$ cat src/rtl/estimate_seq.sv
// Job sequencer for the estimate array: ini, K acc beats per window, pool, then norm/activ and a result.
// Optional feature: define ESTIMATE_SEQ_STALL_CNT_EN to add the stall_cnt output.
module estimate_seq (
  input  logic        clk,
  input  logic        rst_n,
  input  logic        start,
  input  logic [7:0]  cfg_k,
  input  logic [1:0]  cfg_p,
  input  logic [15:0] cfg_wbase,
  input  logic [15:0] cfg_nbase,
  input  logic        in_valid,
  output logic        in_ready,
  input  logic [63:0] in_data,
  output logic [2:0]  com,
  output logic [15:0] addr,
  output logic [63:0] data,
  input  logic [63:0] activ,
  output logic        out_valid,
  input  logic        out_ready,
  output logic [63:0] out_data,
  output logic        busy,
  output logic [2:0]  state_dbg
`ifdef ESTIMATE_SEQ_STALL_CNT_EN
  ,
  output logic [31:0] stall_cnt
`endif
);

  // Handshakes: a beat moves when valid and ready are both high at a rising edge;
  // valid never depends on ready, and a held valid keeps its payload stable.
  localparam logic [2:0] CMD_INI   = 3'd0;
  localparam logic [2:0] CMD_ACC   = 3'd1;
  localparam logic [2:0] CMD_POOL  = 3'd2;
  localparam logic [2:0] CMD_NORM  = 3'd3;
  localparam logic [2:0] CMD_ACTIV = 3'd4;
  localparam logic [2:0] CMD_NOP   = 3'd7;

  typedef enum logic [2:0] {
    S_IDLE = 3'd0,
    S_ACC  = 3'd1,
    S_POOL = 3'd2,
    S_NORM = 3'd3,
    S_ACTV = 3'd4,
    S_WAIT = 3'd5
  } state_t;

  state_t      state;
  logic [7:0]  k_cnt;
  logic [7:0]  k_last;
  logic [1:0]  p_cnt;
  logic [1:0]  p_last;
  logic [15:0] wbase_r;
  logic [15:0] nbase_r;
  logic [1:0]  wait_cnt;

  assign in_ready  = (state == S_ACC);
  assign busy      = (state != S_IDLE);
  assign state_dbg = state;

  always_ff @(posedge clk or negedge rst_n) begin
    if (!rst_n) begin
      state     <= S_IDLE;
      com       <= CMD_NOP;
      addr      <= 16'h0;
      data      <= 64'h0;
      out_valid <= 1'b0;
      out_data  <= 64'h0;
      k_cnt     <= 8'h0;
      k_last    <= 8'h0;
      p_cnt     <= 2'h0;
      p_last    <= 2'h0;
      wbase_r   <= 16'h0;
      nbase_r   <= 16'h0;
      wait_cnt  <= 2'h0;
`ifdef ESTIMATE_SEQ_STALL_CNT_EN
      stall_cnt <= 32'h0;
`endif
    end else begin
      com <= CMD_NOP;
      if (out_valid && out_ready) out_valid <= 1'b0;
      case (state)
        S_IDLE: begin
          // out_valid still high means the previous result is unclaimed
          if (start && !out_valid) begin
            com     <= CMD_INI;
            data    <= 64'h0;
            addr    <= cfg_wbase;
            k_cnt   <= 8'h0;
            p_cnt   <= 2'h0;
            k_last  <= cfg_k - 8'd1;
            p_last  <= cfg_p - 2'd1;
            wbase_r <= cfg_wbase;
            nbase_r <= cfg_nbase;
            state   <= S_ACC;
`ifdef ESTIMATE_SEQ_STALL_CNT_EN
            stall_cnt <= 32'h0;
`endif
          end
        end
        S_ACC: begin
          if (in_valid) begin
            com  <= CMD_ACC;
            data <= in_data;
            addr <= wbase_r + {8'h00, k_cnt};
            if (k_cnt == k_last) begin
              k_cnt <= 8'h0;
              state <= S_POOL;
            end else begin
              k_cnt <= k_cnt + 8'd1;
            end
          end
`ifdef ESTIMATE_SEQ_STALL_CNT_EN
          else if (stall_cnt != 32'hFFFF_FFFF) begin
            stall_cnt <= stall_cnt + 32'd1;
          end
`endif
        end
        S_POOL: begin
          com  <= CMD_POOL;
          data <= 64'h0;
          if (p_cnt != p_last) begin
            p_cnt <= p_cnt + 2'd1;
            state <= S_ACC;
          end else begin
            state <= S_NORM;
          end
        end
        S_NORM: begin
          com   <= CMD_NORM;
          addr  <= nbase_r;
          state <= S_ACTV;
        end
        S_ACTV: begin
          com      <= CMD_ACTIV;
          addr     <= nbase_r;
          wait_cnt <= 2'h0;
          state    <= S_WAIT;
        end
        S_WAIT: begin
          // array returns activations three cycles after the activ command
          wait_cnt <= wait_cnt + 2'd1;
          if (wait_cnt == 2'd3) begin
            out_data  <= activ;
            out_valid <= 1'b1;
            state     <= S_IDLE;
          end
        end
        default: state <= S_IDLE;
      endcase
    end
  end

endmodule

$ cat config.mk
export PLATFORM = sky130hd
export DESIGN_NAME = estimate_seq
export DESIGN_NICKNAME = d
export VERILOG_FILES = /design/src/rtl/estimate_seq.sv
export SDC_FILE = /design/constraint.sdc
export NUM_CORES = 1
export LEC_CHECK = 0
export ABC_AREA = 1
export ABC_CLOCK_PERIOD_IN_PS = 2800
export BUFFER_PORTS_ARGS = -buffer_cell sky130_fd_sc_hd__buf_2
export CAP_MARGIN = 40
export CORE_MARGIN = 1
export CORE_UTILIZATION = 38
export DETAILED_ROUTE_END_ITERATION = 6
export PLACE_DENSITY = 0.59
export SETUP_SLACK_MARGIN = 0.5
export SLEW_MARGIN = 20
export SYNTH_ARGS = -nofsm -noshare
export SYNTH_HDL_FRONTEND = slang
export SYNTH_SLANG_ARGS = --single-unit
$ cat constraint.sdc
create_clock -name clk -period 2.8 [get_ports clk]
set_input_delay 0.42 -clock clk [delete_from_list [all_inputs] [get_ports clk]]
set_output_delay 0.42 -clock clk [all_outputs]
set_load 0.01 [all_outputs]
* Word level (Yosys, flattened, before mapping) *
Cells that the tools add are included.

storage, ports and cells
  output and inout bits = 153
  bits of input ports = 175
  register bits = 205

cells by class
  reduce and logical (&&, ||, !) cells = 18
  mux-type cells = 26
  equality and inequality tests = 13
  add/sub/neg operators = 6

operator list
  kind                 number
  $pmux 64 s3          1
  $mux 64              2
  $pmux 16 s3          1
  $mux 16              2
  $mux 8               3
  $mux 3               6
  $pmux 3 s6           1
  $add 16x8->16        1
  $pmux 8 s2           1
  $pmux 3 s5           1
  $reduce_and 3->1     4
  $reduce_bool 3->1    3
  $add 8x1->8 const B  1
  $eq 8x8->1           1
  $ne 2x2->1 const B   4
  $pmux 2 s2           2
  $sub 8x1->8 const B  1
  $eq 3x2->1 const B   2
  $eq 3x3->1 const B   2
  $mux 2               3
  $reduce_bool 2->1    3
  $add 2x1->2 const B  2
  $reduce_and 2->1     2
  $reduce_and 4->1     1
  other kinds (10)     13

* Logic depth before layout (Yosys ltp) *
Gate-level depths: netlist of run 1.

  word-level depth = 4
  depth in mapped cells = 12
  depth with buffers taken out = 11

* Worst setup path after synthesis of run 1 *
No wires, ideal clock.

  kind = register to output
  from = register state[2], in the netlist state_dbg[2]
  to = output in_ready
  data arrival time = 1.303 ns
  stages on the path, launching flop included = 7
  buffers on the path = 3
  setup slack = 1.077 ns
  cells stage by stage = dfrtp_1 -> buf_4 -> nor2_1 -> inv_2 -> nor2_4 -> buf_2 -> clkbuf_1

on the way
  word-level cells in the longest chain between the ends = 1

RTL lines
  what                    line  source
  start, declared         47    state_t state;
  start signal, assigned  62    state <= S_IDLE;
  start signal, assigned  94    state <= S_ACC;
  start signal, assigned  107   state <= S_POOL;
  $eq 3x1->1              56    assign in_ready = (state == S_ACC);
  end, declared           12    output logic in_ready,

No other way between the ends.

* Worst setup path after layout of run 1 *
Ends and elaborated chain as after synthesis.

==> run_results.csv, run 1 <==
group,metric,value,unit
routing,route.detailed.drc,0,
die,dieWidth,159,um
sta,hold_viol,0,
routing,wl,27500,um
die,fp.dieH,159,um
cts,htree_levels,1,
setup_path,reg2reg_slack,0.70,ns
global_route,grt_pass1_vias,7677,
cts,numCtsBuffers,25,
synth,syn_area_per_cell,9.40,um2
routing,drtAntennaViolNets,0,
synth,synth_fp_nets,1189,
global_route,grt_pass1_wl,43200,um
setup_path,rr_startpoint,"state_dbg[2]",
global_route,antenna_found_initial,1,
synth,synthesis.area,9420,um2
routing,drt_iter0_markers,590,
synth,synthDistinctLibCells,46,
synth,synth_ff_type,"dfrtp_1",
cts,cts_max_path_buffers,3,
die,row_count,57,
power_and_ir_drop,ir_drop,704,uV
routing,wl_per_cell,16.5,um
sta,finClkSkew,0.0157,ns
power_and_ir_drop,powerDensity,1130,nW/um2
placed_design,place_congestion,0.827,
cts,cts.reportedPaths.clkPinSlew,0.06,ns
synth,synth_compound_area_share,8.09,%
cts,clk_latency,0.52,ns
layout,area_delta_synth_final,30.0,%
synth,synth_edf_count,0,
synth,synthAdderAreaFrac,1.67,%
setup_path,worstReg2RegEnd,"data[42]",
synth,synth_top_family_by_area,"simple AND/OR/NAND/NOR gates",
sta,tightest_slew,0.757,ns
sta,fin_crit_sh,80.6,%
setup_path,worstSetupPathType,"reg -> out",
layout,nFillCells,2352,
synth,yosysWarnings,0,
die,num_io_pins,328,
job,maxCapViolCount,0,
routing,vias,8049,
synth,netlist_instances,1002,
global_route,grt_overflow,0,
cts,cts.sinks,205,
layout,fin_area,12200,um2
power_and_ir_drop,p_leak,6.52,nW
setup_path,worst_setup_path_end_kind,"primary output",
die,coreArea,24300,um2
synth,synth_xor_area_share,1.30,%
min_path,holdPathEnd,"out_valid",
sta,drv_slew,0,
routing,drt_first_pass_iters,4,
sta,min_period,2.26,ns
setup_path,cp_cell_sequence,"nor2_1 -> inv_2 -> nor2_4 -> buf_12 -> buf_2",
placed_design,dp_hpwl,19600,um
global_route,grt_use_total,21.4,%
setup_path,path_max_fanout,21,
synth,yosysSeqAreaShare,54.5,%
setup_path,cpPeakStageDelay,0.47,ns
setup_path,worstPathRequired,2.38,ns
routing,drt-vias-per-instance,4.83,
placed_design,placed_area,11300,um2
setup_path,crit_slowest_cell,"dfrtp_1",
sta,setup_violations,0,
cts,cts_tree,"yes",
synth,ys_ff_latch,205,
synth,synthSimpleGateAreaFrac,20.7,%
die,die_area,25400,um2
die,initial_utilization,38.7,%
global_route,grt_max_degree,69,
layout,layout-drive-gt1-share,33.5,%
cts,cts_root_buf,"clkbuf_16",
sta,rsz0062_at_grt,"yes",
layout,fin_util,50.4,%
sta,tns,0,ns
synth,synthMuxAreaShare,7.65,%
min_path,hp-class,"in -> reg",
sta,hold_slack,0.0801,ns
synth,synth-async-reset-ratio,100,%
sta,relSlewSlack,49.4,%
setup_path,rr_worst_depth,8,
min_path,hp-start,"out_ready",
run_status,outcome,"finished clean",
sta,fmax,443,MHz
min_path,min_path_cells,2,
placed_design,port_buffers,327,
setup_path,critPathLaunchType,"register",
setup_path,critPathArrivalTime,1.84,ns
layout,fin_nets,1509,
[logic make-up after synthesis]
family,after synthesis
XOR/XNOR,14
buffers and inverters,120
flip-flops,205
adder cells (fa/ha/maj),12
AO/OA/AOI/OAI,139
AND/OR/NAND/NOR,448
multiplexers,64
[state kept, by name (all words and copies together) (netlist names)]
| register | count |
|---|---|
| p_last | 2 |
| wait_cnt | 2 |
| com | 3 |
| k_last | 8 |
| out_valid | 1 |
| out_data | 64 |
| p_cnt | 2 |
| k_cnt | 8 |
| state_dbg | 3 |
| addr | 16 |
| data | 64 |
| nbase_r | 16 |
| wbase_r | 16 |
[how the worst max path moves through the flow]
stage / depth (start not counted) / slack [ns] / startpoint / endpoint
after global placement: 8 / 0.82 / state_dbg[1] / data[17]
after CTS: 5 / 0.52 / state_dbg[2] / in_ready
after global routing: 5 / 0.45 / state_dbg[2] / in_ready
final: 5 / 0.54 / state_dbg[2] / in_ready
after detailed placement: 9 / 0.79 / state_dbg[1] / addr[8]
after floorplan: 6 / 1.08 / state_dbg[2] / in_ready
[synth_stat cells (5+ instances only)]
cell type | count | area, um2
o21ai_0 | 88 | 440
nand3_1 | 106 | 531
nor2_1 | 42 | 158
mux2_1 | 30 | 338
clkbuf_1 | 11 | 41.3
dfrtp_1 | 202 | 5050
inv_2 | 7 | 26.3
nor3_1 | 5 | 25.0
o21ai_1 | 15 | 75.1
buf_6 | 11 | 124
or2_2 | 9 | 56.3
mux2_2 | 34 | 383
inv_1 | 62 | 233
buf_2 | 24 | 120
a21oi_1 | 13 | 65.1
xor2_1 | 6 | 52.6
nand2_1 | 265 | 995
ha_1 | 11 | 138
a21boi_0 | 6 | 45.0
nand3b_1 | 6 | 45.0
xnor2_1 | 8 | 70.1
[layout by cell type (no fill, tap or decap), types with 8 or more instances in the layout]
cell type | synthesis | routed
a21oi_1 | 13 | 13
mux2_1 | 30 | 30
inv_1 | 62 | 62
nor2_1 | 42 | 42
dfrtp_1 | 202 | 202
clkbuf_16 | 0 | 26
or2_2 | 9 | 9
buf_2 | 24 | 326
nand2_1 | 265 | 264
mux2_2 | 34 | 34
xnor2_1 | 8 | 8
o21ai_0 | 88 | 88
o21ai_1 | 15 | 15
ha_1 | 11 | 11
nand3_1 | 106 | 106
[final cells by class]
class,instances,area [um2],share of cell area [%]
flip-flops and latches,205,5130,41.9
clock buffers,38,734,6.00
inverters,71,270,2.21
repair buffers,342,1870,15.2
multi-input cells,677,3730,30.5
diodes,1,2.50,0.0204
well taps,324,405,3.31
clock inverters,8,100,0.817
[critical path, delay by kind of cell, from the launching register on]
family,cells,cell delay [ns]
buffers and inverters,3,0.45
AND/OR/NAND/NOR,2,0.38
flip-flops,1,0.47
[metal layers]
metal  vias to the layer above  global-route usage, %  wire, um
met5                         -                      0         0
met4                         0                   5.03       562
met3                        31                   3.80      1400
met2                       271                   34.1     12900
met1                      3806                   30.3     12600
li1                       3941                      -         -
[what timing repair did]
action                     CTS  global route
cloned                       1             1
hold endpoints to repair    62             0
gates resized for setup      0             1
hold buffers                 1             0
setup endpoints to repair    1             1
buffers inserted             0             0
[report_power, final]
| part | switching (W) | internal [W] | leakage, nW |
|---|---|---|---|
| clock network | 0.00126 | 0.00199 | 0.409 |
| registers | 0.000725 | 0.00419 | 2.55 |
| logic | 0.00345 | 0.00223 | 3.56 |
| total | 0.00544 | 0.00841 | 6.52 |
[stage by stage]
step	setup slack, ns	power [W]	std cells
6_report	0.542	0.0138	1666
3_3_place_gp	0.817	0.0104	1616
2_1_floorplan	1.08	0.00850	1002
4_1_cts	0.521	0.0139	1664
3_5_place_dp	0.791	0.0105	1616
5_1_grt	0.450	0.0148	1666
Note: power is estimated with default switching activity, not from simulation.
==> run 2, diff against run 1 <==
--- a/config.mk
+++ b/config.mk
@@ -6,7 +6,7 @@
 export NUM_CORES = 1
 export LEC_CHECK = 0
 export ABC_AREA = 1
-export ABC_CLOCK_PERIOD_IN_PS = 2800
+export ABC_CLOCK_PERIOD_IN_PS = 2300
 export BUFFER_PORTS_ARGS = -buffer_cell sky130_fd_sc_hd__buf_2
 export CAP_MARGIN = 40
 export CORE_MARGIN = 1
==> constraint.sdc (replaced) <==
create_clock -name clk -period 2.3 [get_ports clk]
set_input_delay 0.345 -clock clk [delete_from_list [all_inputs] [get_ports clk]]
set_output_delay 0.345 -clock clk [all_outputs]
set_load 0.01 [all_outputs]
==> run 2 against run 1 <==
Critical path depth is the same. Hold slack got worse by 0.050 ns. Sequential share of layout area fell by 1.7 points. Flip-flop and latch count unchanged. Sequential power up 22%. Die area is the same. Clock-buffer cell count shrank 2. Combinational power rose by 44%. Clock skew fell by 0.0016 ns. Cell count up 2.0%. Critical endpoint unchanged.
==> run_results.csv, run 2 (synthesis results as in run 1) <==
group,metric,value,unit
run_status,outcome,"finished clean",
routing,route.detailed.drc,0,
routing,drt-vias-per-instance,4.92,
cts,cts.sinks,205,
power_and_ir_drop,p_leak,6.72,nW
setup_path,worst-path-buf-inv,3,
sta,rsz0062_at_grt,"yes",
cts,cts_tree,"yes",
layout,nFillCells,2271,
power_and_ir_drop,ir_drop,653,uV
setup_path,critPathLaunchType,"register",
die,fp.dieH,159,um
power_and_ir_drop,switching_share,39.7,%
layout,area_delta_synth_final,35.5,%
sta,hold_viol,0,
sta,drv_slew,0,
min_path,hp-class,"in -> reg",
global_route,grt_pass1_vias,7859,
die,die_area,25400,um2
cts,cts_max_path_buffers,3,
sta,tightest_slew,0.614,ns
die,dieWidth,159,um
min_path,hp-start,"cfg_nbase[10]",
setup_path,crit_family,"flip-flops",
global_route,antenna_found_initial,4,
sta,fmax,548,MHz
layout,final_cell_mix,"323 x buf_2, 260 x nand2_1, 196 x dfrtp_1, 104 x nand3_1, 70 x o21ai_0",
sta,fin_crit_sh,79.4,%
setup_path,rr_worst_depth,7,
job,maxCapViolCount,0,
routing,drtAntennaViolNets,0,
cts,clk_latency,0.52,ns
setup_path,cp_cell_sequence,"nor2_2 -> inv_2 -> nor2_4 -> buf_12 -> buf_6",
setup_path,cpPeakStageDelay,0.44,ns
power_and_ir_drop,seq_power_share,33.6,%
cts,cts_root_buf,"clkbuf_16",
placed_design,place_congestion,0.859,
placed_design,post-place-cells,1618,
routing,wl_per_cell,17.4,um
setup_path,worstPathRequired,1.96,ns
sta,relSlewSlack,59.0,%
layout,largestRegisters,"data (64), out_data (64)",
sta,min_period,1.83,ns
layout,finalNonFillerCells,1699,
setup_path,worst_setup_path_end_kind,"primary output",
setup_path,critPathArrivalTime,1.48,ns
layout,layout-drive-gt1-share,36.9,%
sta,setup_violations,0,
placed_design,port_buffers,327,
cts,htree_levels,1,
setup_path,cp-startpoint,"state_dbg[2]",
sta,tns,0,ns
die,coreArea,24300,um2
routing,drt_first_pass_iters,5,
cts,cts.reportedPaths.clkPinSlew,0.06,ns
die,num_io_pins,328,
die,row_count,57,
setup_path,worstSetupPathType,"reg -> out",
die,initial_utilization,38.7,%
routing,drt_iter0_markers,662,
power_and_ir_drop,clockPowerShare,20.3,%
setup_path,crit_slowest_cell,"dfrtp_2",
power_and_ir_drop,p_comb_share,46.1,%
power_and_ir_drop,p_sw,0.00706,W
layout,final_common_cell,"buf_2",
global_route,grt_overflow,0,
setup_path,path_max_fanout,4,
global_route,grt_max_degree,66,
power_and_ir_drop,internal_power,0.0107,W
routing,wl,29500,um
setup_path,rr_startpoint,"state_dbg[0]",
cts,numCtsBuffers,23,
min_path,min_path_cells,3,
setup_path,cp.depth,5,
power_and_ir_drop,powerDensity,1390,nW/um2
global_route,grt_pass1_wl,44000,um
sta,finClkSkew,0.0141,ns
placed_design,dp_hpwl,19800,um
layout,fin_nets,1541,
routing,vias,8362,
global_route,grt_use_total,21.8,%
[run 2: timing repair]
item,4_1_cts,5_1_grt
hold buffers,2,0
setup endpoints to repair,22,118
setup buffers,11,12
gates cloned,1,9
hold endpoints to repair,44,0
pin swaps,4,9
gates resized for setup,12,68
[run 2: layer usage]
metal  GRT usage, %  vias to the layer above  wire (um)
met5              0                        -          0
li1               -                     4008          -
met4           7.30                        0        720
met3           3.83                       47       1900
met1           30.4                     3964      13200
met2           34.2                      343      13600
[run 2: area by class of cell]
class / instances / area, um2 / share of cell area (%)
tap: 324 / 405 / 3.17
antenna: 4 / 10.0 / 0.0784
sequential: 205 / 5140 / 40.3
multi-input combinational: 679 / 3900 / 30.5
clock buffer: 36 / 684 / 5.36
clock inverter: 6 / 58.8 / 0.461
timing repair buffer: 374 / 2280 / 17.9
inverter: 71 / 287 / 2.24
[run 2: path summary, 6_finish.rpt]
kind / endpoint / slack (ns)
setup / recovery: in_ready / 0.47
hold / removal: nbase_r[10] / 0.03
setup reg to reg: out_data[13] / 0.47
hold reg to reg: nbase_r[15] / 0.48
max in group asynchronous: out_data[39] / 1.25
min in group asynchronous: out_data[0] / 0.36
[run 2: metrics by stage]
step | hold WS [ns] | total power [W] | utilization, % | setup WS (ns) | instance area, um2
4_1_cts | 0.00713 | 0.0169 | 50.5 | 0.447 | 12300
3_3_place_gp | 0.336 | 0.0128 | 46.7 | 0.506 | 11400
5_1_grt | 0.0277 | 0.0190 | 52.5 | 0.425 | 12800
6_report | 0.0300 | 0.0178 | 52.5 | 0.474 | 12800
2_1_floorplan | 0.0494 | 0.0103 | - | 0.652 | 9420
3_5_place_dp | 0.337 | 0.0128 | 46.7 | 0.476 | 11400
[run 2: worst register-to-register path, cell delays in order, from the launching register on]
cell and delay, ns:
dfrtp_1 0.44, buf_6 0.14, buf_4 0.13, nand2_1 0.15
nor2_4 0.06, nand2_2 0.14, clkbuf_16 0.27, mux2_1 0.37
[run 2: power groups by stage]
stage	clock network [W]	logic (W)	registers [W]
2_1_floorplan	0	0.00400	0.00635
3_3_place_gp	0	0.00679	0.00597
3_5_place_dp	0	0.00683	0.00601
4_1_cts	0.00372	0.00721	0.00594
5_1_grt	0.00386	0.00899	0.00617
6_report	0.00362	0.00820	0.00598
==> run 3, diff against run 2 <==
--- a/config.mk
+++ b/config.mk
@@ -6,7 +6,7 @@
 export NUM_CORES = 1
 export LEC_CHECK = 0
 export ABC_AREA = 1
-export ABC_CLOCK_PERIOD_IN_PS = 2300
+export ABC_CLOCK_PERIOD_IN_PS = 1830
 export BUFFER_PORTS_ARGS = -buffer_cell sky130_fd_sc_hd__buf_2
 export CAP_MARGIN = 40
 export CORE_MARGIN = 1
==> constraint.sdc (replaced) <==
create_clock -name clk -period 1.83 [get_ports clk]
set_input_delay 0.2745 -clock clk [delete_from_list [all_inputs] [get_ports clk]]
set_output_delay 0.2745 -clock clk [all_outputs]
set_load 0.01 [all_outputs]
==> run 3 against run 2 <==
Sequential power rose by 28%. Largest power group unchanged. Critical path type unchanged. Cell area increased by 25%. Global-route usage grew 4.7 points. Highest routed layer unchanged.
==> run_results.csv, run 3 (synthesis results as in run 1) <==
group,metric,value,unit
run_status,outcome,"finished clean",
global_route,grt_pass1_vias,9544,
sta,min_period,1.77,ns
sta,hold_slack,0.00163,ns
die,num_io_pins,328,
power_and_ir_drop,p_sw,0.0104,W
routing,top_layer_used,"met4",
layout,fin_nets,1751,
setup_path,cp_cell_sequence,"nor2_2 -> inv_2 -> nor2_4 -> buf_12 -> buf_6",
layout,fin_util,65.8,%
power_and_ir_drop,total_power,0.0265,W
routing,drt_first_pass_iters,5,
setup_path,worstSetupPathType,"reg -> out",
routing,route.detailed.drc,0,
routing,drtAntennaViolNets,0,
layout,finalNonFillerCells,1907,
routing,drt-vias-per-instance,4.98,
cts,htree_levels,1,
sta,setup_violations,0,
cts,cts.sinks,205,
layout,final_common_cell,"buf_2",
power_and_ir_drop,p_comb_share,52.3,%
min_path,hp-class,"in -> reg",
sta,drv_slew,0,
setup_path,crit_family,"flip-flops",
power_and_ir_drop,ir_drop,1020,uV
setup_path,critPathArrivalTime,1.49,ns
placed_design,place_congestion,0.856,
routing,drt_iter0_markers,736,
setup_path,worst-path-buf-inv,3,
layout,final_cell_mix,"324 x buf_2, 211 x nand2_1, 197 x dfrtp_1, 138 x dlygate4sd3_1, 66 x o21ai_1",
sta,hold_viol,0,
sta,fin_crit_sh,96.6,%
setup_path,worst_setup_path_end_kind,"primary output",
power_and_ir_drop,seq_power_share,29.0,%
routing,wl_met2,16600,um
routing,wl_per_cell,18.3,um
sta,tightest_slew,0.486,ns
power_and_ir_drop,p_leak,8.19,nW
power_and_ir_drop,switching_share,39.2,%
power_and_ir_drop,powerDensity,1650,nW/um2
cts,numCtsBuffers,24,
die,initial_utilization,38.7,%
cts,cts_tree,"yes",
cts,clk_latency,0.52,ns
layout,largestRegisters,"data (64), out_data (64)",
placed_design,post-place-cells,1639,
layout,nFillCells,1874,
global_route,grt_pass1_wl,52900,um
die,fp.dieH,159,um
layout,seqCellArea,5140,um2
cts,cts.reportedPaths.clkPinSlew,0.06,ns
placed_design,port_buffers,327,
sta,finClkSkew,0.0188,ns
sta,rsz0062_at_grt,"yes",
global_route,antenna_found_initial,2,
cts,cts_root_buf,"clkbuf_16",
die,coreArea,24300,um2
layout,multi_input_area,4570,um2
setup_path,critPathLaunchType,"register",
power_and_ir_drop,clockPowerShare,18.7,%
layout,area_delta_synth_final,69.9,%
setup_path,worstPathRequired,1.56,ns
cts,cts_max_path_buffers,3,
die,die_area,25400,um2
setup_path,crit_slowest_cell,"dfrtp_2",
routing,wl,34900,um
setup_path,path_max_fanout,4,
routing,wl_met3,2270,um
setup_path,cpPeakStageDelay,0.45,ns
sta,relSlewSlack,67.4,%
global_route,grt_max_degree,45,
layout,layout-drive-gt1-share,46.2,%
die,row_count,57,
power_and_ir_drop,internal_power,0.0161,W
global_route,grt_overflow,0,
job,maxCapViolCount,0,
sta,fmax,566,MHz
placed_design,dp_hpwl,20400,um
die,dieWidth,159,um
routing,vias,9501,
global_route,grt_use_total,26.5,%
routing,wl_met1,14800,um
sta,tns,0,ns
-- run 3: cell types whose count changed in the layout (fill, tap and decap cells not counted), moves of 31 or more --
cell	before	now
dlygate4sd3_1	2	138
mux2_4	0	31
o21ai_1	32	66
nand3_2	2	40
nand2_2	5	37
nand3_1	104	64
nand2_1	260	211
o21ai_0	70	24
-- run 3: cell type report --
type,instances,area share (%)
multi-input cells,679,28.6
repair inverters,9,0.805
clock buffers,34,4.56
diodes,2,0.0313
clock inverters,9,0.610
flip-flops and latches,205,32.1
well taps,324,2.53
repair buffers,574,28.8
inverters,71,1.97
-- run 3: layer usage --
layer	vias up	global-route usage [%]
li1	4450	-
met1	4567	34.8
met2	404	43.3
met3	80	5.39
met4	0	9.48
met5	-	0
-- run 3: worst register-to-register path, stage by stage (launching register included) --
cell and delay (ns):
dfrtp_2 0.45, nor2_2 0.11, inv_2 0.06, nor2_4 0.13
buf_4 0.16, nand2_8 0.06, nand2_8 0.15, buf_6 0.14
bufbuf_16 0.28, o21ai_1 0.08, nand2_1 0.07
-- run 3: per-stage QoR --
step                      area (um2)  setup slack [ns]
after floorplan                 9990             0.270
after global placement         12000            0.0727
after detailed placement       12000            0.0579
after CTS                      15400            0.0629
after global routing           16000           0.00602
final                          16000            0.0625
-- run 3: path summary, 6_finish.rpt --
check / startpoint / cells past startpoint / to / slack [ns]
worst min register to register: data[22] / 2 / data[22] / 0.47
worst max register to register: state_dbg[1] / 10 / data[45] / 0.08
max in group asynchronous: rst_n / 3 / data[27] / 0.89
worst min-delay path: cfg_wbase[14] / 3 / wbase_r[14] / 0.002
min in group asynchronous: rst_n / 2 / nbase_r[8] / 0.26
worst max-delay path: state_dbg[1] / 5 / in_ready / 0.06
-- run 3: power groups by stage --
stage / registers, W / clock network, W / logic [W]
CTS: 0.00756 / 0.00506 / 0.0128
detailed placement: 0.00761 / 0 / 0.00982
global route: 0.00788 / 0.00523 / 0.0148
finish: 0.00768 / 0.00496 / 0.0138
floorplan: 0.00804 / 0 / 0.00625
global placement: 0.00759 / 0 / 0.00971
-- run 3: repair_timing --
item | in CTS | in global routing
endpoints found under the hold margin | 171 | 0
gates cloned | 24 | 6
pin swaps | 26 | 15
setup endpoints to repair | 273 | 328
hold buffers | 138 | 0
gates resized for setup | 106 | 97
setup buffers | 43 | 12
